==> src/rtl/fft_output_serializer.sv <==
`timescale 1ns/1ps
// Captures a 16-point complex FFT frame in one cycle and streams it out one
// sample per valid/ready transfer, in natural or bit-reversed order.
module fft_output_serializer #(
  parameter int WIDTH  = 16,
  parameter int NPOINT = 16,
  parameter bit BITREV = 1'b0
) (
  input  logic             clk,
  input  logic             reset,
  input  logic             load,
  output logic             load_ready,
  input  logic [WIDTH-1:0] datain0,  datain1,  datain2,  datain3,
  input  logic [WIDTH-1:0] datain4,  datain5,  datain6,  datain7,
  input  logic [WIDTH-1:0] datain8,  datain9,  datain10, datain11,
  input  logic [WIDTH-1:0] datain12, datain13, datain14, datain15,
  input  logic [WIDTH-1:0] datain16, datain17, datain18, datain19,
  input  logic [WIDTH-1:0] datain20, datain21, datain22, datain23,
  input  logic [WIDTH-1:0] datain24, datain25, datain26, datain27,
  input  logic [WIDTH-1:0] datain28, datain29, datain30, datain31,
  output logic [WIDTH-1:0] dout_re,
  output logic [WIDTH-1:0] dout_im,
  output logic [3:0]       dout_idx,
  output logic             dout_valid,
  input  logic             dout_ready,
  output logic             busy,
  output logic             done
);

  typedef enum logic {IDLE, STREAM} state_t;

  state_t           state, state_nxt;
  logic [3:0]       k, k_nxt, p_nxt;
  logic             capture, xfer, last;
  logic [WIDTH-1:0] din_re [NPOINT];
  logic [WIDTH-1:0] din_im [NPOINT];
  logic [WIDTH-1:0] buf_re [NPOINT];
  logic [WIDTH-1:0] buf_im [NPOINT];

  assign din_re[0]  = datain0;   assign din_re[1]  = datain1;
  assign din_re[2]  = datain2;   assign din_re[3]  = datain3;
  assign din_re[4]  = datain4;   assign din_re[5]  = datain5;
  assign din_re[6]  = datain6;   assign din_re[7]  = datain7;
  assign din_re[8]  = datain8;   assign din_re[9]  = datain9;
  assign din_re[10] = datain10;  assign din_re[11] = datain11;
  assign din_re[12] = datain12;  assign din_re[13] = datain13;
  assign din_re[14] = datain14;  assign din_re[15] = datain15;
  assign din_im[0]  = datain16;  assign din_im[1]  = datain17;
  assign din_im[2]  = datain18;  assign din_im[3]  = datain19;
  assign din_im[4]  = datain20;  assign din_im[5]  = datain21;
  assign din_im[6]  = datain22;  assign din_im[7]  = datain23;
  assign din_im[8]  = datain24;  assign din_im[9]  = datain25;
  assign din_im[10] = datain26;  assign din_im[11] = datain27;
  assign din_im[12] = datain28;  assign din_im[13] = datain29;
  assign din_im[14] = datain30;  assign din_im[15] = datain31;

  function automatic logic [3:0] bitrev4(input logic [3:0] v);
    return {v[0], v[1], v[2], v[3]};
  endfunction

  // Position of the sample presented after the next transfer
  assign k_nxt = k + 4'd1;
  assign p_nxt = BITREV ? bitrev4(k_nxt) : k_nxt;

  always_ff @(posedge clk or negedge reset) begin
    if (!reset) state <= IDLE;
    else        state <= state_nxt;
  end

  always_comb begin
    state_nxt  = state;
    load_ready = 1'b0;
    busy       = 1'b0;
    dout_valid = 1'b0;
    capture    = 1'b0;
    xfer       = 1'b0;
    last       = 1'b0;
    case (state)
      IDLE: begin
        load_ready = 1'b1;
        if (load) begin
          capture   = 1'b1;
          state_nxt = STREAM;
        end
      end
      STREAM: begin
        busy       = 1'b1;
        dout_valid = 1'b1;
        if (dout_ready) begin
          xfer = 1'b1;
          if (k == 4'd15) begin
            last      = 1'b1;
            state_nxt = IDLE;
          end
        end
      end
      default: state_nxt = IDLE;
    endcase
  end

  // Position 0 maps to itself in both orders, so the first sample comes straight from the inputs
  always_ff @(posedge clk or negedge reset) begin
    if (!reset) begin
      k        <= '0;
      dout_re  <= '0;
      dout_im  <= '0;
      dout_idx <= '0;
      done     <= 1'b0;
      for (int i = 0; i < NPOINT; i++) begin
        buf_re[i] <= '0;
        buf_im[i] <= '0;
      end
    end else begin
      done <= last;
      if (capture) begin
        for (int i = 0; i < NPOINT; i++) begin
          buf_re[i] <= din_re[i];
          buf_im[i] <= din_im[i];
        end
        k        <= '0;
        dout_re  <= din_re[0];
        dout_im  <= din_im[0];
        dout_idx <= '0;
      end else if (last) begin
        k        <= '0;
        dout_re  <= '0;
        dout_im  <= '0;
        dout_idx <= '0;
      end else if (xfer) begin
        k        <= k_nxt;
        dout_re  <= buf_re[p_nxt];
        dout_im  <= buf_im[p_nxt];
        dout_idx <= p_nxt;
      end
    end
  end

endmodule

==> config.mk <==
export PLATFORM = sky130hd
export DESIGN_NAME = fft_output_serializer
export DESIGN_NICKNAME = d
export VERILOG_FILES = /design/src/rtl/fft_output_serializer.sv
export SDC_FILE = /design/constraint.sdc
export NUM_CORES = 1
export LEC_CHECK = 0
export CELL_PAD_IN_SITES_DETAIL_PLACEMENT = 1
export CELL_PAD_IN_SITES_GLOBAL_PLACEMENT = 1
export CORE_MARGIN = 3
export CORE_UTILIZATION = 45
export DETAILED_ROUTE_END_ITERATION = 8
export PLACE_DENSITY_LB_ADDON = 0.1
export SETUP_SLACK_MARGIN = 0.5
export SYNTH_ARGS = -nofsm -noshare
export SYNTH_HDL_FRONTEND = slang
export SYNTH_SLANG_ARGS = --single-unit
==> constraint.sdc <==
create_clock -name clk -period 6.5 [get_ports clk]
set_input_delay 1.625 -clock clk [delete_from_list [all_inputs] [get_ports clk]]
set_output_delay 1.625 -clock clk [all_outputs]
set_load 0.01 [all_outputs]
==> impl_summary.md, run 1 <==
Placed design
The number of placed instances, taps included, is 2732. OpenSTA, run right after detailed placement, puts the worst setup slack at 2470 ps. The congestion estimate from routability-driven global placement came to 0.826. The quantity of I/O buffers inserted on ports is 555. The half-perimeter wire length after detailed placement is 57000 um. The total cell area at the placement stage is 30600 um^2.

Floorplanning
In this run the horizontal extent of the chip is 240 um. The starting utilization of the core area is 0.461. The row count is 84. The area inside the core boundary is 53300 um^2. During I/O placement, the number of pins put on the boundary was 556. The overall die area is 57400 um^2.

The die is 240 um tall.

Clock network
The CTS tree is yes. Counting every sink on the clock net gives 550. The quantity of gates resized following cts is 0. Post-CTS timing repair inserted 0 buffers for setup. The clock reaches the later pin of the worst-skew pair after 620 ps. The H-tree depth reported by CTS is 2.

The number of clock buffers added by TritonCTS is 61. After clock tree synthesis, the flow added hold-fix buffers numbering 0. In this run the clock root is driven by a sky130_fd_sc_hd__clkbuf_16. Counting along the longest clock path gives a buffer depth of 3. The post-CTS clock slew at the launch and capture registers of the worst setup and hold paths is 60 ps.

Logic synthesis
For this run, the register share of the synthesized area comes to 0.560. Summing every instance area after synthesis gives 24600 um^2. The share of synthesized registers carrying an async set or reset is 1.00. Counting every net in the synthesized netlist gives 2103. After synthesis, the mean cell area works out to 15.5 um^2. Sorting the synthesized cells by area gives the leading types as sky130_fd_sc_hd__dfrtp_1, sky130_fd_sc_hd__mux2_2, sky130_fd_sc_hd__mux4_2, sky130_fd_sc_hd__mux4_1, sky130_fd_sc_hd__nand2_1. During synthesis, Yosys emitted a total of 0 warnings. sky130_fd_sc_hd__dfrtp_1 is the most common cell in the netlist. Counting instances in the post-synthesis netlist gives the leading cell types as sky130_fd_sc_hd__dfrtp_1, sky130_fd_sc_hd__mux2_2, sky130_fd_sc_hd__nand2_1, sky130_fd_sc_hd__mux4_2, sky130_fd_sc_hd__buf_2.

Counting flops with a built-in enable in the synthesized netlist gives 0. Yosys mapped the design onto 24 distinct sky130hd cell types. The largest total area in the synthesized netlist belongs to sky130_fd_sc_hd__dfrtp_1. The area share of the leading cell type in the synthesized netlist is 0.560. For this run, the leading register cell type out of synthesis is sky130_fd_sc_hd__dfrtp_1. The gate count of the mapped netlist is 1586. Counting flops and latches in the post-synthesis netlist gives 550.

Worst setup path
The reg-to-reg critical path startpoint is k[0]$_DFFE_PN0P_. The critical path goes through clkdlybuf4s50_1. The largest stage delay on the critical path is 1040 ps. Setup slack on the worst reg-to-reg path comes out at 2790 ps. The critical path start-end classification is reg -> out.

In this run the number of cells on the critical path is 1. Measured in cells, the most critical reg-to-reg path has a length of 6. The family with the most delay on the worst path is flip-flops. The critical path ends at dout_idx[0]. The kind of start point of the critical path is a flop. The critical-path maximum fanout is 42. The critical path data required time is 4880 ps.

The critical path capture point type is an output pin. The number of buffer and inverter stages on the critical path is 1. For the worst setup path, the data arrival time is 2370 ps. The critical path starts at k[0]$_DFFE_PN0P_. The endpoint identified for the worst register-to-register timing path is dout_im[11]$_DFFE_PN0P_. The slowest stage of the critical path is the sky130_fd_sc_hd__dfrtp_4 cell.

Route
Before antenna repair, the detailed router went through 4 iterations. The first routing iteration left 838 violations. Across all layers, the routed design uses 16000 vias. Summed over all layers, the routed wires come to 80000 um. For this run, design rule violations remaining after detail routing come to 0.

The antenna violation net count after detailed routing is 0. The post-detailed-route via-to-cell ratio is 5.58. The wire length per cell is 27.9 um.

Timing
Setup violations remaining at the end of the flow were counted as 0. In the finished design, the share of the clock period the worst path needs comes to 0.615. After layout, the worst setup slack is 2500 ps. The total count of hold-check failures in the final report is 0. Measured against its own limit, the worst slew margin works out to 0.345. The slew at the pin closest to its max-slew limit is 982 ps. Timing would allow up to 250 MHz. Setup total negative slack on the finished layout was measured at 0 ps. The final count of pins violating max slew is 0. The worst path needs 4000 ps of the cycle, external delays included.

The clock tree skew after final layout is 21.0 ps. Setup repair after global routing left no endpoint under its margin.

Global routing
The residual overflow from global routing is 0. The wire length of the first global-routing pass is 116000 um. For met1 alone, demand over resource in global routing was 0.324.

For met3 alone, demand over resource in global routing was 0.0806. Across every metal layer, demand over resource in global routing totals 0.275. The met2 routing resource usage after global routing is 0.472.

The layer flagged by global routing as most heavily used is met2. The maximum number of pins on one net before global-route repair is 142. The number of antenna violations at the first check in global routing came to 33. The via count of the first global-routing pass is 17900.

Finish
Summing all non-filler instances in the final layout gives an area of 32700 um^2. The share of cells above drive strength 1 is 0.343. The layout-stage area growth over the synthesis result is 33.0%. The count of cells in the finished layout, fillers not included, comes to 2864. The number of nets at the end of the flow is 2624.

Status
The run finished with clean final reports.

Hold path
The worst hold path belongs to the class reg -> reg.

Job
The max-cap check violation count is 0.

Power
The static power due to leakage is 13.6 nW. IR analysis of the VDD net gives a maximum drop of 249 uV. The power density relative to cell area is 457 nW/um^2.
-- how the worst min path moves through the flow --
stage                                 start                      end  slack [ps]  cells after the start
global route        buf_im[159]$_DFFE_PN0P_  buf_im[159]$_DFFE_PN0P_         510                      1
finish              buf_re[106]$_DFFE_PN0P_  buf_re[106]$_DFFE_PN0P_         500                      1
global placement    buf_re[251]$_DFFE_PN0P_  buf_re[251]$_DFFE_PN0P_         480                      1
floorplan            buf_im[50]$_DFFE_PN0P_   buf_im[50]$_DFFE_PN0P_         470                      1
detailed placement  buf_re[106]$_DFFE_PN0P_  buf_re[106]$_DFFE_PN0P_         490                      1
CTS                 buf_re[106]$_DFFE_PN0P_  buf_re[106]$_DFFE_PN0P_         500                      1
-- sequential cells by signal, summed over array words and instances, names as in the netlist --
name     flops
buf_im     256
buf_re     256
dout_im     16
dout_re     16
k            4
done         1
state        1
-- metal layers --
| metal | part of all wire | up-vias | wire, um |
|---|---|---|---|
| li1 | - | 6946 | - |
| met5 | 0.0019 | - | 151 |
| met2 | 0.52 | 457 | 41200 |
| met1 | 0.38 | 8406 | 30000 |
| met3 | 0.073 | 151 | 5850 |
| met4 | 0.034 | 24 | 2740 |
-- per-stage QoR --
stage	total power, mW	util	hold slack [ps]
CTS	15.1	0.612	503
global route	15.8	0.612	512
global placement	11.4	0.575	482
finish	14.9	0.613	497
detailed placement	11.7	0.575	489
floorplan	9.43	-	472
-- cell usage in the layout, fill, tap and decap left out, drive strengths merged --
cell type      count
ha                 1
mux2             513
clkinv             6
buf               19
xor2               2
nor2               3
bufinv             1
xnor2              1
nand3              4
a22o              34
diode             26
dfrtp            550
clkdlybuf4s50    554
inv                3
nand2            130
a31oi              1
o21ai              3
or3               32
nand3b             1
nor2b              1
clkbuf            97
mux4             128
a21oi             66
-- kinds of logic (layout without fill, tap and decap cells) --
logic type / Yosys count / count (layout) / share of synthesized area
AOI/OAI and AO/OA: 104 / 104 / 0.0264
xor gates and xnor gates: 3 / 3 / 0.00107
adders and majority gates: 1 / 1 / 0.000509
buffers and inverters: 116 / 680 / 0.0262
DFF: 550 / 550 / 0.560
muxes: 641 / 641 / 0.355
other: 0 / 26 / 0
and+or+nand+nor: 171 / 171 / 0.0299
-- where the power goes --
group / leakage [nW] / total (mW) / internal (mW) / switching (mW)
clock network: 0.959 / 3.37 / 1.98 / 1.38
registers: 6.73 / 6.10 / 5.14 / 0.961
logic: 5.91 / 5.47 / 3.08 / 2.39
total: 13.6 / 14.9 / 10.2 / 4.73
-- worst register-to-register path: stages (launching register included) --
cell	delay, ps
sky130_fd_sc_hd__dfrtp_4	1040
sky130_fd_sc_hd__ha_4	860
sky130_fd_sc_hd__buf_12	480
sky130_fd_sc_hd__mux4_2	630
sky130_fd_sc_hd__nand2_1	100
sky130_fd_sc_hd__a21oi_1	90
sky130_fd_sc_hd__or3_1	390
-- area by class of cell --
cell class	instances	area, um^2
diodes	26	65.1
clock buffers	97	1860
clock inverters	9	77.6
fillers	4969	20600
inverters	1	3.75
multi-input cells	920	10200
flip-flops and latches	550	13800
well taps	688	861
repair buffers	573	5800
No activity file was read; power rests on OpenSTA's default activity.
==> inputs of run 2 (changes only) <==
CORE_UTILIZATION = 42   (was 45)
clock period = 4.05 ns   (was 6.5 ns; I/O delays follow)
==> impl_summary.md, run 2 (same netlist as run 1, synthesis figures left out) <==
Worst setup path
The critical path start-end classification is reg -> out. The worst reg2reg path endpoint is dout_re[5]$_DFFE_PN0P_. The start point of the critical path is k[0]$_DFFE_PN0P_. The data arrival at the endpoint of the critical path is 2160 ps (-210 ps). The number of buffer and inverter stages on the critical path is 2 (+1). The startpoint identified for the worst register-to-register timing path is k[0]$_DFFE_PN0P_. The critical-path maximum fanout is 50 (+19%). The kind of start point of the critical path is a flop.

The slack of the worst reg-to-reg path is 1480 ps (-1310 ps). Among cell families on the critical path, the largest total delay comes from buffers and inverters. The largest stage delay on the critical path is 630 ps (-410 ps).

The signal on the critical path passes through buf_12 > clkdlybuf4s50_1. The worst setup path is captured at an output pin. The critical path data required time came to 3040 ps (-1840 ps). On the critical path, the stage with the largest delay is an instance of sky130_fd_sc_hd__clkdlybuf4s50_1.

The depth of the most critical reg-to-reg path came to 5 (-1).

Clock network
The number of buffers between clock root and the deepest sink is 3 (unchanged). The clock sink count came to 550 (unchanged). The H-tree depth reported by CTS came to 2 (unchanged). The post-CTS clock slew at the launch and capture registers of the worst setup and hold paths is 60 ps (about the same). The number of buffers inserted for hold repair after clock tree synthesis came to 0 (unchanged). The total setup buffers inserted after CTS came to 0 (unchanged). The quantity of gates resized following cts is 0 (unchanged). The insertion delay of the later-clocked pin in the worst-skew pair is 630 ps (about the same). The clock root buffer master is sky130_fd_sc_hd__clkbuf_16.

The number of buffers created by CTS is 60 (-1.6%). The CTS tree is yes.

Finish
Compared with the post-synthesis result, the final layout area differs by 34.4%. The multi-input combinational cell area is 10200 um^2 (unchanged). The library cell used most frequently in the layout, excluding fill and tap cells, is sky130_fd_sc_hd__clkdlybuf4s50_1. The number of cells in the finished layout apart from fillers was 2963 (+3.5%).

The number of nets at the end of the flow was 2645 (+0.80%). The share of cells above drive strength 1 is 0.351 (+0.00776). The number of filler instances in the final layout came to 5503 (+11%). The largest registers in the layout are buf_im x256, buf_re x256. Leaving out fill and tap cells, the most frequent cells in the layout are sky130_fd_sc_hd__clkdlybuf4s50_1, sky130_fd_sc_hd__dfrtp_1, sky130_fd_sc_hd__mux2_2, sky130_fd_sc_hd__nand2_1, sky130_fd_sc_hd__mux4_2. The post-layout utilization of the core is 0.571 (-0.0417).

The footprint of the flip-flops and latches was 13800 um^2 (unchanged).

Placed design
The half-perimeter wire length after detailed placement is 57600 um (+1.0%). The cell count after placement came to 2831 (+3.6%). The quantity of I/O buffers inserted on ports is 555 (unchanged). The placer congestion estimate was 0.828 (+0.30%).

Route
The detailed-route wire length is 79100 um (-1.1%). The total iterations of the first detailed-routing run came to 5 (+1). The iteration-0 DRC count of the detailed router is 786 (-6.2%). The post-detailed-route via-to-cell ratio is 5.34 (-4.3%). The wire length per cell was 26.7 um (-4.4%). The remaining design rule violation count was 0 (unchanged). The total via count after detailed routing is 15800 (-0.95%). The antenna violation net count after detailed routing was 0 (unchanged).

Timing
For the finished layout, the period the worst path requires is 3170 ps. The post-route clock period utilization is 0.783. Setup repair after global routing left no endpoint under its margin. The slew at the pin closest to its max-slew limit came to 805 ps (-177 ps). The sum of negative setup slack came to 0 ps (unchanged).

The total setup violations reported at the end of the flow is 0 (unchanged). Timing would allow up to 315 MHz. The total count of hold-check failures in the final report is 0 (unchanged). The clock tree skew after final layout is 27.4 ps (+6.42 ps).

The worst slew margin relative to its limit is 0.463 (+0.119). The final count of pins violating max slew is 0 (unchanged).

Global routing
The global-route total usage across every layer is 0.256 (-0.0189). The residual overflow from global routing came to 0 (unchanged). The wire length of the first global-routing pass is 115000 um (-0.69%). The maximum number of pins on one net before global-route repair is 128 (-9.9%).

The number of antenna violations at the first check in global routing is 46 (+39%). The via count of the first global-routing pass is 18000 (+0.25%).

Floorplanning
The count of pins on the block boundary was 556 (unchanged). The area inside the core boundary is 57800 um^2 (+8.5%). The starting utilization of the core area is 0.425 (-0.0360). The overall die area came to 61400 um^2 (+7.0%). The die height came to 248 um (+3.4%).

The row count is 88 (+4.8%). The horizontal extent of the die came to 248 um (+3.4%).

Job
The max-cap check violation count is 0 (unchanged).

Power
The worst ir drop on vdd came to 451 uV (+81%). The static power due to leakage came to 13.7 nW (+0.98%). The power density relative to cell area is 724 nW/um^2 (+58%).

Hold path
The kind of path behind the tightest hold check is in -> async.

Status
The run finished with clean final reports.
[run 2: changes by cell type in the layout (fill, tap and decap cells not counted), sizes merged]
cell,delta
diode,+4
clkinvlp,+1
clkbuf,-8
clkinv,+1
buf,+22
bufinv,+2
[run 2: worst max path at each step]
stage / endpoint / slack, ps / cells past startpoint
6_report: dout_idx[0] / 880 / 2
5_1_grt: dout_idx[0] / 760 / 2
4_1_cts: dout_idx[0] / 770 / 2
3_5_place_dp: buf_re[182]$_DFFE_PN0P_ / 970 / 4
3_3_place_gp: buf_re[151]$_DFFE_PN0P_ / 990 / 4
2_1_floorplan: buf_im[0]$_DFFE_PN0P_ / 1710 / 6
[run 2: worst reg2reg max path, stage by stage, from the launching register on]
cell,delay (ps)
sky130_fd_sc_hd__dfrtp_4,500
sky130_fd_sc_hd__buf_12,510
sky130_fd_sc_hd__mux4_1,880
sky130_fd_sc_hd__nand2_1,120
sky130_fd_sc_hd__a21oi_1,70
sky130_fd_sc_hd__or3_1,380
[run 2: final cells by class]
cell class	instances	area share
Sequential cell	550	0.417
Multi-Input combinational cell	920	0.310
Timing Repair Buffer	595	0.184
Clock buffer	89	0.0540
Tap cell	765	0.0290
Clock inverter	13	0.00455
Antenna cell	30	0.00227
Inverter	1	0.000114
[run 2: stage by stage]
step                setup slack, ps  hold slack [ps]  total power [mW]  area [um^2]
floorplan                      1710              472              15.1        24600
finish                          877              378              23.9        33000
CTS                             768              405              24.2        32900
global route                    763              416              25.3        33000
global placement                992              482              18.2        31000
detailed placement              973              491              18.7        31000
[run 2: report_power, final]
| part | switching, mW | internal, mW |
|---|---|---|
| Combinational | 3.81 | 4.98 |
| Clock | 2.22 | 3.20 |
| Sequential | 1.45 | 8.25 |
| Total | 7.48 | 16.4 |
[run 2: per-layer routing]
metal	up-vias	track usage	wire, um
met4	30	0.101	2680
met5	-	0	174
met2	407	0.442	40800
met3	136	0.0801	5980
met1	8277	0.297	29500
li1	6982	-	-
==> inputs of run 3 (changes only) <==
clock period = 3.25 ns   (was 4.05 ns; I/O delays follow)
==> impl_summary.md, run 3 (same netlist as run 1, synthesis figures left out) <==
Status
The run finished with clean final reports.

Floorplanning
The row count is 88 (unchanged). The count of pins on the block boundary is 556 (unchanged). The horizontal extent of the die is 248 um (unchanged). The overall die area is 61400 um^2 (unchanged). The die height came to 248 um (unchanged).

The starting utilization of the core area was 0.425 (unchanged). The area inside the core boundary is 57800 um^2 (unchanged).

Global routing
The wire length of the first global-routing pass is 115000 um (-0.28%). The residual overflow from global routing is 0 (unchanged). The number of antenna violations at the first check in global routing was 35 (-24%). The maximum number of pins on one net before global-route repair was 135 (+5.5%).

The via count of the first global-routing pass is 17700 (-1.7%). The global-route total usage across every layer came to 0.256 (about the same).

Route
The iteration-0 DRC count of the detailed router is 801 (+1.9%). The remaining design rule violation count is 0 (unchanged). The total iterations of the first detailed-routing run is 4 (-1). The detailed-route wire length is 79700 um (+0.65%).

The met3 wire length was 5300 um (-11%). The total routed wire length on the met1 layer is 30400 um (+3.1%). The post-detailed-route via-to-cell ratio was 5.39 (+0.83%). The antenna violation net count after detailed routing came to 0 (unchanged).

The wire length per cell is 27.0 um (+0.99%). The highest metal layer used by the detailed router is met5. The total via count after detailed routing was 15900 (+0.49%). The sum of met2 wire segment lengths after detailed routing is 40700 um (-0.26%).

Power
The power share of the sequential group came to 0.398 (-0.008). The internal power of the cells is 20.9 mW (+27%). The switching portion of total power is 0.315 (+0.00157). The relative contribution of the clock network to total power is 0.234 (+0.007). The combinational power share was 0.369 (about the same). The worst ir drop on vdd is 749 uV (+66%).

The switching power total is 9.57 mW (+28%). The static power due to leakage is 13.8 nW (+0.73%). The power density relative to cell area is 917 nW/um^2 (+27%).

Finish
The post-layout utilization of the core came to 0.574 (+0.00284). The number of nets at the end of the flow was 2642 (-0.11%). The share of cells above drive strength 1 is 0.353 (+0.00241). In the layout the commonest cells are sky130_fd_sc_hd__clkdlybuf4s50_1, sky130_fd_sc_hd__dfrtp_1, sky130_fd_sc_hd__mux2_2, sky130_fd_sc_hd__nand2_1, sky130_fd_sc_hd__mux4_2.

The number of filler instances in the final layout is 5459 (-0.80%). The number of cells in the finished layout apart from fillers is 2953 (-0.34%). The library cell used most frequently in the layout, excluding fill and tap cells, is sky130_fd_sc_hd__clkdlybuf4s50_1. The layout-stage area growth over the synthesis result is 35.1%. The largest registers in the layout are buf_im x256, buf_re x256.

Placed design
The cell count after placement is 2822 (-0.32%). The placer congestion estimate is 0.848 (+2.5%). The half-perimeter wire length after detailed placement is 57700 um (+0.10%). The quantity of I/O buffers inserted on ports is 555 (unchanged).

Timing
The slew at the pin closest to its max-slew limit is 769 ps (-36.4 ps). The total count of hold-check failures in the final report is 0 (unchanged). The worst path needs 2690 ps of the cycle, external delays included. The final count of pins violating max slew is 0 (unchanged). Setup repair after global routing left no endpoint under its margin. The worst-case hold slack is 150 ps (-228 ps). The post-route clock period utilization is 0.828. The sum of negative setup slack is 0 ps (unchanged). The total setup violations reported at the end of the flow is 0 (unchanged). Timing would allow up to 372 MHz. The worst slew margin relative to its limit is 0.486 (+0.0231). The clock tree skew after final layout is 18.3 ps (-9.14 ps).

Clock network
The H-tree depth reported by CTS is 2 (unchanged). The number of buffers created by CTS was 61 (+1.7%). The clock sink count is 550 (unchanged). The number of buffers between clock root and the deepest sink was 3 (unchanged). The insertion delay of the later-clocked pin in the worst-skew pair came to 620 ps (about the same). The clock root buffer master is sky130_fd_sc_hd__clkbuf_16. The post-CTS clock slew at the launch and capture registers of the worst setup and hold paths is 60 ps (about the same). The CTS tree is yes. The number of buffers inserted for hold repair after clock tree synthesis is 0 (unchanged).

Worst setup path
The depth of the most critical reg-to-reg path is 6 (+1). The data arrival at the endpoint of the critical path is 1880 ps (-280 ps). The critical path data required time is 2440 ps (-600 ps). In this run the critical register-to-register path is launched from k[0]$_DFFE_PN0P_. The critical-path maximum fanout was 10 (-80%).

The worst setup path is launched from a flop. The critical path capture point type is an output pin. The slack of the worst reg-to-reg path is 700 ps (-780 ps). The critical path in this run is classified as reg -> out.

The worst reg2reg path endpoint is dout_re[7]$_DFFE_PN0P_.

Hold path
The worst hold path belongs to the class in -> async.

Job
The max-cap check violation count is 0 (unchanged).
-- run 3: cell count changes in the layout (fill, tap and decap cells not counted), sizes merged, moves of 2 or more --
cell,delta
bufbuf,+3
bufinv,+2
diode,-15
clkinv,+5
buf,-7
clkbuf,+2
-- run 3: power by group through the flow --
stage	Combinational, mW	Sequential, mW	Clock [mW]
6_report	11.2	12.1	7.10
5_1_grt	12.0	12.5	7.58
4_1_cts	11.4	12.1	7.29
3_5_place_dp	11.3	12.2	0
3_3_place_gp	11.0	11.9	0
2_1_floorplan	7.34	11.5	0
-- run 3: final cells by class --
type                       instances  area [um^2]  share of cell area
clock inverter                    20          234             0.00705
timing repair buffer             591         6130               0.185
tap                              765          957              0.0288
inverter                           1         3.75            0.000113
clock buffer                      91         1830              0.0552
antenna                           15         37.5             0.00113
multi-input combinational        920        10200               0.308
sequential                       550        13800               0.415
-- run 3: what timing repair did --
| action | CTS | global route |
|---|---|---|
| gates resized for setup | 3 | 0 |
| endpoints found under the setup margin | 29 | 0 |
| setup buffers | 2 | 0 |
-- run 3: worst max path at each step --
stage                     startpoint                 endpoint  slack (ps)
floorplan           k[0]$_DFFE_PN0P_   dout_im[1]$_DFFE_PN0P_         960
detailed placement  k[0]$_DFFE_PN0P_   dout_re[7]$_DFFE_PN0P_         360
global route        k[0]$_DFFE_PN0P_              dout_idx[0]         490
global placement                load  buf_re[165]$_DFFE_PN0P_         420
finish              k[0]$_DFFE_PN0P_              dout_idx[0]         560
CTS                 k[0]$_DFFE_PN0P_              dout_idx[0]         500
-- run 3: worst max-delay path, cell delays in order (launching register included) --
cell                              delay, ps
sky130_fd_sc_hd__dfrtp_4                520
sky130_fd_sc_hd__buf_16                 180
sky130_fd_sc_hd__clkdlybuf4s50_1        560
-- run 3: layer usage --
metal / global-route usage / vias up
met5: 0 / -
met4: 0.0954 / 40
met3: 0.0731 / 166
met2: 0.441 / 413
met1: 0.305 / 8311
li1: - / 6980
-- run 3: stage by stage --
| step | setup slack, ps | power (mW) | instance area, um^2 |
|---|---|---|---|
| 2_1_floorplan | 960 | 18.9 | 24600 |
| 3_3_place_gp | 420 | 22.9 | 30900 |
| 3_5_place_dp | 363 | 23.5 | 30900 |
| 4_1_cts | 502 | 30.9 | 33100 |
| 5_1_grt | 494 | 32.1 | 33200 |
| 6_report | 558 | 30.4 | 33200 |
